File: src/rtl/vga_update_sequencer.sv
// vga_update_sequencer: streams one tear-free frame of BCD and control fields into the
// Control_VGA shadow-register ports, bracketed by a freeze (0x19=00) and a re-arm (0x19=FF).
module vga_update_sequencer #(
    parameter int GAP = 1
) (
    input  logic       reloj_nexys,
    input  logic       reset_interno,
    input  logic       req,
    input  logic       fin_crono_evt,
    input  logic [7:0] hora,
    input  logic [7:0] min,
    input  logic [7:0] seg,
    input  logic [7:0] dia,
    input  logic [7:0] mes,
    input  logic [7:0] anio,
    input  logic [7:0] hcrono,
    input  logic [7:0] mcrono,
    input  logic [7:0] scrono,
    input  logic [7:0] hrun,
    input  logic [7:0] mrun,
    input  logic [7:0] srun,
    input  logic       am_pm,
    input  logic       formato,
    input  logic [2:0] dir_cursor,
    input  logic [7:0] prog_lugar,
    output logic [7:0] id_port,
    output logic [7:0] dato,
    output logic       write_strobe,
    output logic       busy,
    output logic       done
);
    typedef enum logic [1:0] {S_IDLE, S_ISSUE, S_WAIT, S_FIN} state_t;

    localparam int GW = (GAP > 1) ? $clog2(GAP) : 1;
    localparam logic [GW-1:0] GAP_LAST = GW'((GAP > 0) ? GAP - 1 : 0);

    state_t          r_state;
    logic [4:0]      r_idx;
    logic [GW-1:0]   r_gap;
    logic            r_req_pend, r_fin_pend, r_fin_now;
    logic [7:0]      r_hora, r_min, r_seg, r_dia, r_mes, r_anio;
    logic [7:0]      r_hcrono, r_mcrono, r_scrono, r_hrun, r_mrun, r_srun;
    logic            r_am_pm, r_formato;
    logic [2:0]      r_dir_cursor;
    logic [7:0]      r_prog_lugar;
    logic [7:0]      r_id_port, r_dato;
    logic            r_write_strobe, r_busy, r_done;

    logic [7:0]      w_next_port, w_next_dato;
    logic            w_trigger, w_step, w_last;

    // r_idx counts writes already issued; write 0 (freeze) is emitted on the trigger edge.
    always_comb begin
        // NOTE: defaults first so every path assigns both outputs and no latch is inferred.
        w_next_port = 8'h00;
        w_next_dato = 8'h00;
        case (r_idx)
            5'd1:  begin w_next_port = 8'h04; w_next_dato = {4'h0, r_anio[7:4]};   end
            5'd2:  begin w_next_port = 8'h05; w_next_dato = {4'h0, r_anio[3:0]};   end
            5'd3:  begin w_next_port = 8'h06; w_next_dato = {4'h0, r_mes[7:4]};    end
            5'd4:  begin w_next_port = 8'h07; w_next_dato = {4'h0, r_mes[3:0]};    end
            5'd5:  begin w_next_port = 8'h08; w_next_dato = {4'h0, r_dia[7:4]};    end
            5'd6:  begin w_next_port = 8'h09; w_next_dato = {4'h0, r_dia[3:0]};    end
            5'd7:  begin w_next_port = 8'h0A; w_next_dato = {4'h0, r_hora[7:4]};   end
            5'd8:  begin w_next_port = 8'h0B; w_next_dato = {4'h0, r_hora[3:0]};   end
            5'd9:  begin w_next_port = 8'h0C; w_next_dato = {4'h0, r_min[7:4]};    end
            5'd10: begin w_next_port = 8'h0D; w_next_dato = {4'h0, r_min[3:0]};    end
            5'd11: begin w_next_port = 8'h0E; w_next_dato = {4'h0, r_seg[7:4]};    end
            5'd12: begin w_next_port = 8'h0F; w_next_dato = {4'h0, r_seg[3:0]};    end
            5'd13: begin w_next_port = 8'h10; w_next_dato = {4'h0, r_hrun[7:4]};   end
            5'd14: begin w_next_port = 8'h11; w_next_dato = {4'h0, r_hrun[3:0]};   end
            5'd15: begin w_next_port = 8'h12; w_next_dato = {4'h0, r_mrun[7:4]};   end
            5'd16: begin w_next_port = 8'h13; w_next_dato = {4'h0, r_mrun[3:0]};   end
            5'd17: begin w_next_port = 8'h14; w_next_dato = {4'h0, r_srun[7:4]};   end
            5'd18: begin w_next_port = 8'h15; w_next_dato = {4'h0, r_srun[3:0]};   end
            5'd19: begin w_next_port = 8'h16; w_next_dato = {3'b0, r_am_pm, 3'b0, r_formato}; end
            5'd20: begin w_next_port = 8'h17; w_next_dato = {5'b0, r_dir_cursor};  end
            5'd21: begin w_next_port = 8'h18; w_next_dato = r_prog_lugar;          end
            5'd22: begin w_next_port = 8'h1A; w_next_dato = {4'h0, r_hcrono[7:4]}; end
            5'd23: begin w_next_port = 8'h1B; w_next_dato = {4'h0, r_hcrono[3:0]}; end
            5'd24: begin w_next_port = 8'h1C; w_next_dato = {4'h0, r_mcrono[7:4]}; end
            5'd25: begin w_next_port = 8'h1D; w_next_dato = {4'h0, r_mcrono[3:0]}; end
            5'd26: begin w_next_port = 8'h1E; w_next_dato = {4'h0, r_scrono[7:4]}; end
            5'd27: begin w_next_port = 8'h1F; w_next_dato = {4'h0, r_scrono[3:0]}; end
            5'd28: begin
                w_next_port = r_fin_now ? 8'h20 : 8'h19;
                w_next_dato = r_fin_now ? 8'h00 : 8'hFF;
            end
            5'd29: begin w_next_port = 8'h19; w_next_dato = 8'hFF; end
            default: ;
        endcase
    end

    // FIN behaves like IDLE for triggering, so a pending request restarts on the edge ending FIN.
    assign w_trigger = ((r_state == S_IDLE) || (r_state == S_FIN)) &&
                       (req || r_req_pend || r_fin_pend || fin_crono_evt);
    assign w_step    = ((r_state == S_ISSUE) && (GAP == 0)) ||
                       ((r_state == S_WAIT) && (r_gap == GAP_LAST));
    assign w_last    = (r_idx == (r_fin_now ? 5'd30 : 5'd29));

    // NOTE: non-blocking assignments throughout so every register updates from pre-edge values.
    always_ff @(posedge reloj_nexys or posedge reset_interno) begin
        if (reset_interno) begin
            r_state        <= S_IDLE;
            r_idx          <= '0;
            r_gap          <= '0;
            r_req_pend     <= 1'b0;
            r_fin_pend     <= 1'b0;
            r_fin_now      <= 1'b0;
            r_hora         <= '0; r_min    <= '0; r_seg    <= '0;
            r_dia          <= '0; r_mes    <= '0; r_anio   <= '0;
            r_hcrono       <= '0; r_mcrono <= '0; r_scrono <= '0;
            r_hrun         <= '0; r_mrun   <= '0; r_srun   <= '0;
            r_am_pm        <= 1'b0;
            r_formato      <= 1'b0;
            r_dir_cursor   <= '0;
            r_prog_lugar   <= '0;
            r_id_port      <= '0;
            r_dato         <= '0;
            r_write_strobe <= 1'b0;
            r_busy         <= 1'b0;
            r_done         <= 1'b0;
        end else begin
            r_write_strobe <= 1'b0;
            r_id_port      <= 8'h00;
            r_dato         <= 8'h00;
            r_done         <= 1'b0;

            case (r_state)
                S_IDLE, S_FIN: begin
                    r_state <= S_IDLE;
                    if (w_trigger) begin
                        r_hora   <= hora;   r_min    <= min;    r_seg    <= seg;
                        r_dia    <= dia;    r_mes    <= mes;    r_anio   <= anio;
                        r_hcrono <= hcrono; r_mcrono <= mcrono; r_scrono <= scrono;
                        r_hrun   <= hrun;   r_mrun   <= mrun;   r_srun   <= srun;
                        r_am_pm      <= am_pm;
                        r_formato    <= formato;
                        r_dir_cursor <= dir_cursor;
                        r_prog_lugar <= prog_lugar;
                        r_fin_now      <= r_fin_pend | fin_crono_evt;
                        r_fin_pend     <= 1'b0;
                        r_req_pend     <= 1'b0;
                        r_busy         <= 1'b1;
                        r_write_strobe <= 1'b1;
                        r_id_port      <= 8'h19;
                        r_dato         <= 8'h00;
                        r_idx          <= 5'd1;
                        r_state        <= S_ISSUE;
                    end
                end
                S_ISSUE: begin
                    if (GAP > 0) begin
                        r_gap   <= '0;
                        r_state <= S_WAIT;
                    end
                end
                S_WAIT: begin
                    if (r_gap != GAP_LAST) r_gap <= r_gap + GW'(1);
                end
                default: r_state <= S_IDLE;
            endcase

            if (w_step) begin
                if (w_last) begin
                    r_state <= S_FIN;
                    r_done  <= 1'b1;
                    r_busy  <= 1'b0;
                end else begin
                    r_state        <= S_ISSUE;
                    r_write_strobe <= 1'b1;
                    r_id_port      <= w_next_port;
                    r_dato         <= w_next_dato;
                    r_idx          <= r_idx + 5'd1;
                end
            end

            // Requests arriving mid-sequence collapse into one pending trigger each.
            if ((r_state == S_ISSUE) || (r_state == S_WAIT)) begin
                if (req)           r_req_pend <= 1'b1;
                if (fin_crono_evt) r_fin_pend <= 1'b1;
            end
        end
    end

    assign id_port      = r_id_port;
    assign dato         = r_dato;
    assign write_strobe = r_write_strobe;
    assign busy         = r_busy;
    assign done         = r_done;
endmodule
File: config.mk
export PLATFORM = sky130hd
export DESIGN_NAME = vga_update_sequencer
export DESIGN_NICKNAME = d
export VERILOG_FILES = /design/src/rtl/vga_update_sequencer.sv
export SDC_FILE = /design/constraint.sdc
export NUM_CORES = 1
export LEC_CHECK = 0
export ABC_AREA = 1
export CAP_MARGIN = 20
export CORE_MARGIN = 2
export CORE_UTILIZATION = 25
export CTS_CLUSTER_SIZE = 10
export DETAILED_ROUTE_END_ITERATION = 8
export PLACE_DENSITY_LB_ADDON = 0.08
export SLEW_MARGIN = 10
export SYNTH_ARGS = -nofsm -noshare
export SYNTH_HDL_FRONTEND = slang
export SYNTH_SLANG_ARGS = --single-unit
export TNS_END_PERCENT = 30
File: constraint.sdc
create_clock -name reloj_nexys -period 6 [get_ports reloj_nexys]
set_input_delay 1.2 -clock reloj_nexys [delete_from_list [all_inputs] [get_ports reloj_nexys]]
set_output_delay 1.2 -clock reloj_nexys [all_outputs]
set_load 0.02 [all_outputs]
* Yosys cells after proc, flatten, opt, wreduce, memory -nomap -nowiden
Index checks and enable logic that the tools add are counted.
** Cells by class
- Add/sub/neg operators :: 2
- $mul :: 0
- Div/mod/pow operators :: 0
- $lt $le $gt $ge :: 0
- Eq/ne operators :: 33
- Shift operators :: 0
- Multiplexer cells :: 39
- Bitwise gates (word level) :: 2
- Reductions and logical operators :: 12
** Operator list (count)
- 8-bit one-hot mux with 29 select lines :: 1
- 6-bit one-hot mux with 29 select lines :: 1
- 5-bit == test (second input constant) :: 14
- 5-bit by 4-bit == test with 1-bit output (second input constant) :: 8
- 8-bit 2-to-1 mux :: 5
- 5-bit 2-to-1 mux :: 6
- 5-bit by 3-bit == test with 1-bit output (second input constant) :: 4
- 1-bit 2-to-1 mux :: 20
- 5-bit by 2-bit == test with 1-bit output (second input constant) :: 2
- 2-bit 2-to-1 mux :: 3
- 6-bit 2-to-1 mux :: 1
- 5-bit by 1-bit adder with 5-bit output (second input constant) :: 1
- 5-bit by 1-bit == test with 1-bit output (second input constant) :: 1
- 5-bit == test :: 1
- 1-bit logical OR :: 5
- 2-bit == test (second input constant) :: 2
- 2-bit one-hot mux with 2 select lines :: 1
- 3-bit nonzero test :: 1
- 2-bit by 1-bit == test with 1-bit output (second input constant) :: 1
- 1-bit logical AND :: 2
- 2-bit logical NOT :: 1
- 1-bit one-hot mux with 2 select lines :: 1
- 2-bit AND reduction :: 1
- 2-bit nonzero test :: 1
- other kinds (4) :: 4
** Word-level totals
- Flip-flop bits (word level) :: 139
- Latch bits :: 0
- RAM bits :: 0
- ROM bits :: 0
- Output and inout port bits :: 19
- Memories :: 0

* Logic depth before layout (Yosys ltp)
- Depth in word-level cells :: 8
- Mapped depth :: 14
- Depth with buffers taken out :: 12

* Least setup slack after synthesis
OpenSTA, ideal clock, no wires.
- Path kind :: input -> register
- Start :: in fin_crono_evt
- End :: reg r_dir_cursor[0]
- Arrival :: 2.089 ns
- Data required time :: 5.883 ns
- Slack :: 3.794 ns
- Stages :: 8
- Path through :: nor2_1 -> nand2_1 -> nand2_1 -> clkinv_1 -> clkbuf_1 -> clkbuf_1 -> nand2_1 -> nand2_1
** Between the ends
- Word-level cells in the longest chain between the ends :: 3
** RTL lines
- from (decl) :: RTL line 9 : input logic fin_crono_evt,
- 1-bit logical OR :: RTL line 96 : (req || r_req_pend || r_fin_pend || fin_crono_evt);
- 1-bit logical AND :: RTL line 95 : assign w_trigger = ((r_state == S_IDLE) || (r_state == S_FIN)) &&
- 2-bit AND reduction (no line)
- to (signal assigned) :: RTL line 139 : r_dir_cursor <= dir_cursor;
- to (decl) :: RTL line 44 : logic [2:0] r_dir_cursor;
Every way passes these cells.
A chain may end at the register's enable or synchronous reset.

* Worst setup path after layout
- Start :: in fin_crono_evt
- End :: reg r_mes[2]
** Between the ends
- Word-level cells in the longest chain between the ends :: 3
** RTL lines
- 1-bit logical OR :: RTL line 96
- 1-bit logical AND :: RTL line 95
- 2-bit AND reduction (no line)
- to (signal assigned) :: RTL line 134 : r_dia <= dia; r_mes <= mes; r_anio <= anio;
- to (decl) :: RTL line 41 : logic [7:0] r_hora, r_min, r_seg, r_dia, r_mes, r_anio;
Every way passes these cells.

==> summary.md <==
| Metric | Value |
|---|---|
| Max Used Layer | met4 |
| Final Cell Area | 0.00875 sq mm |
| Clk_lat worst skew | 0.42 ns |
| Postcts setup bufs | 0 |
| CTS tree | done |
| WHS | 0.476 ns |
| RSZ-0062 raised after global routing | no |
| Largest net degree at the start of global routing | 70 |
| Yosys warns | 0 |
| WP data required | 6.36 ns |
| Post-synth EDFFs | 0 |
| Die Ht | 167 microns |
| ANT nets after route | 0 |
| Via count | 5943 |
| Net count, final | 1133 |
| Max Fclk | 309 MHz |
| Gr ovfl total | 0 |
| Setup TNS | 0 ns |
| H-tree levels | 4 |
| Max Cap Violations | 0 |
| Worst Max-Slew Pin Slew | 1.05 ns |
| Final hold viol count | 0 |
| Clock root buffer | clkbuf_16 |
| Netlist cell types | 26 |
| Vias in the first global route | 6023 |
| Clock Skews | 0.0112 ns |
| CTS Buf Count | 17 |
| Area growth, synth to finish | 32.3% |
| Clock transition at path regs | 0.06 ns |
| IO buf count | 129 |
| Hold-fix buffers, CTS | 0 |
| Most common cell after layout, fill and taps aside | nand2_1 |
| Status | finished clean |
| # resized after CTS | 0 |
| Initial antenna violation count | 0 |
| R2R Setup Slk | 3.09 ns |
| TritonRoute pass-1 iters | 5 |
| Crit. End Element | flip-flop |
| Final-report setup violation count | 0 |
| Deepest clock path buffer count | 2 |
| Post-DP HPWL | 15200 microns |
| Die W | 167 microns |
| Sequential share of the synthesized area | 51.4% |
| DR iter-0 viols | 439 |
| Crit Path Category | input port to flip-flop |
| Top Ports | 132 |
| Residual DRC | 0 |
| Total routed wirelength | 21400 microns |
| Die footprint | 0.0278 sq mm |
| Core Footprint | 0.0261 sq mm |
| Yosys reg bits | 136 |
| WL/cell | 15.7 microns |
| Crit path time final | 3.24 ns |
| Synth Flop Type | dfrtp_1 |
| M1 WL | 11100 microns |
| HP Class | flip-flop to flip-flop |
| Routability congestion estimate | 0.815 |
| Util after Layout | 33.6% |
| Commonest cells after routing, fill and taps aside | nand2_1, dfrtp_1, clkdlybuf4s50_1 |
| Cells after Synth | 896 |
| DR WL met3 | 894 microns |
| # diodes | 0 |
| First-pass GRT wire length | 33800 microns |
| Fin. max-slew vios | 0 |
| VDD IR max | 0.000225 V |
| Share of layout cells above drive strength 1 | 5.26% |
| Starting Density | 25.4% |
| CP max FO | 69 |
| Pleak | 4.42 nW |
| Max_slew headroom | 29.5% |
| Synthesized area per cell | 7.39 sq um |
| Routed length on met2 | 9140 microns |
| FP Rows | 59 |
| Final period util | 54.0% |
| Total track usage | 15.7% |
| Post-synth ARST share | 100% |
| Via density | 4.37 |
| Arr. time, crit path | 3.60 ns |
| Mapped Area | 0.00662 sq mm |
| Area after DPL | 0.00819 sq mm |
| Clock sinks | 136 |
| Worst setup SP type | input port |
| Pwr dens | 495 mW/mm^2 |
final timing paths:
| check | depth (start not counted) | start | end |
|---|---|---|---|
| setup / recovery | 9 | fin_crono_evt | r_mes[2] |
| hold / removal | 2 | r_mcrono[3] | r_mcrono[3] |
| setup reg to reg | 12 | r_idx[0] | dato[3] |
| hold reg to reg | 2 | r_mcrono[3] | r_mcrono[3] |
| max in group asynchronous | 3 | reset_interno | r_dir_cursor[0] |
| min in group asynchronous | 2 | reset_interno | r_req_pend |
cell families (layout without fill, tap and decap cells):
logic type,after synthesis,after routing,share of synthesized area (%)
AO/OA/AOI/OAI,45,45,3.55
XOR/XNOR,1,1,0.132
adder cells (fa/ha/maj),7,7,1.32
buffers and inverters,97,226,6.39
flip-flops,136,136,51.4
other,1,2,0.0567
AND/OR/NAND/NOR,609,609,37.1
where the power goes:
group          total (mW)  leakage (nW)  internal (mW)  switching [mW]
logic                1.73          2.47          0.527            1.20
registers            1.59          1.68           1.36           0.227
clock network        1.02         0.271          0.602           0.414
cell usage after synthesis, types with 2 or more instances:
library cell / n / area [sq um]
a21oi_1: 10 / 50.1
buf_1: 3 / 11.3
buf_2: 11 / 55.1
buf_4: 6 / 45.0
buf_6: 3 / 33.8
clkbuf_1: 15 / 56.3
dfrtp_1: 136 / 3400
ha_1: 7 / 87.6
inv_1: 54 / 203
inv_2: 4 / 15.0
nand2_1: 425 / 1600
nand2_2: 6 / 37.5
nand3_1: 41 / 205
nand4_1: 28 / 175
nor2_1: 95 / 357
nor2_2: 2 / 12.5
nor2_4: 2 / 22.5
nor3_1: 9 / 45.0
o21ai_0: 32 / 160
cell type report:
type	count	area, sq um
clock buffer	21	470
clock inverter	11	97.6
fill	2812	17300
inverter	59	229
multi-input combinational	664	2800
sequential	136	3400
tap	335	419
timing repair buffer	135	1340
stage by stage:
stage / std cells / setup slack [ns] / power (mW)
after floorplan: 897 / 1.16 / 2.78
after global placement: 1329 / 2.29 / 3.35
after detailed placement: 1329 / 2.26 / 3.36
after CTS: 1361 / 2.70 / 4.41
after global routing: 1361 / 2.50 / 4.73
final: 1361 / 2.76 / 4.33
worst max-delay path, cell delays in order:
cell and delay (ns):
clkdlybuf4s50_1 0.48, nor2_1 0.06, nand2_1 0.06, nand2_2 0.04, buf_4 0.25, inv_4 0.50, buf_4 0.67, nand2_1 0.15
nand2_1 0.09
layer usage:
layer | GRT usage (%) | vias up
met5 | 0 | -
met4 | 4.50 | 0
met3 | 2.71 | 17
met2 | 22.8 | 152
met1 | 23.8 | 2748
li1 | - | 3026
registers in the layout, summed over array words and instances, names as in the netlist, 6 cells and up:
register,flops
dato,8
id_port,6
r_anio,8
r_dia,8
r_hcrono,8
r_hora,8
r_hrun,8
r_mcrono,8
r_mes,8
r_min,8
r_mrun,8
r_prog_lugar,8
r_scrono,8
r_seg,8
r_srun,8
No activity file was read; power rests on OpenSTA's default activity.
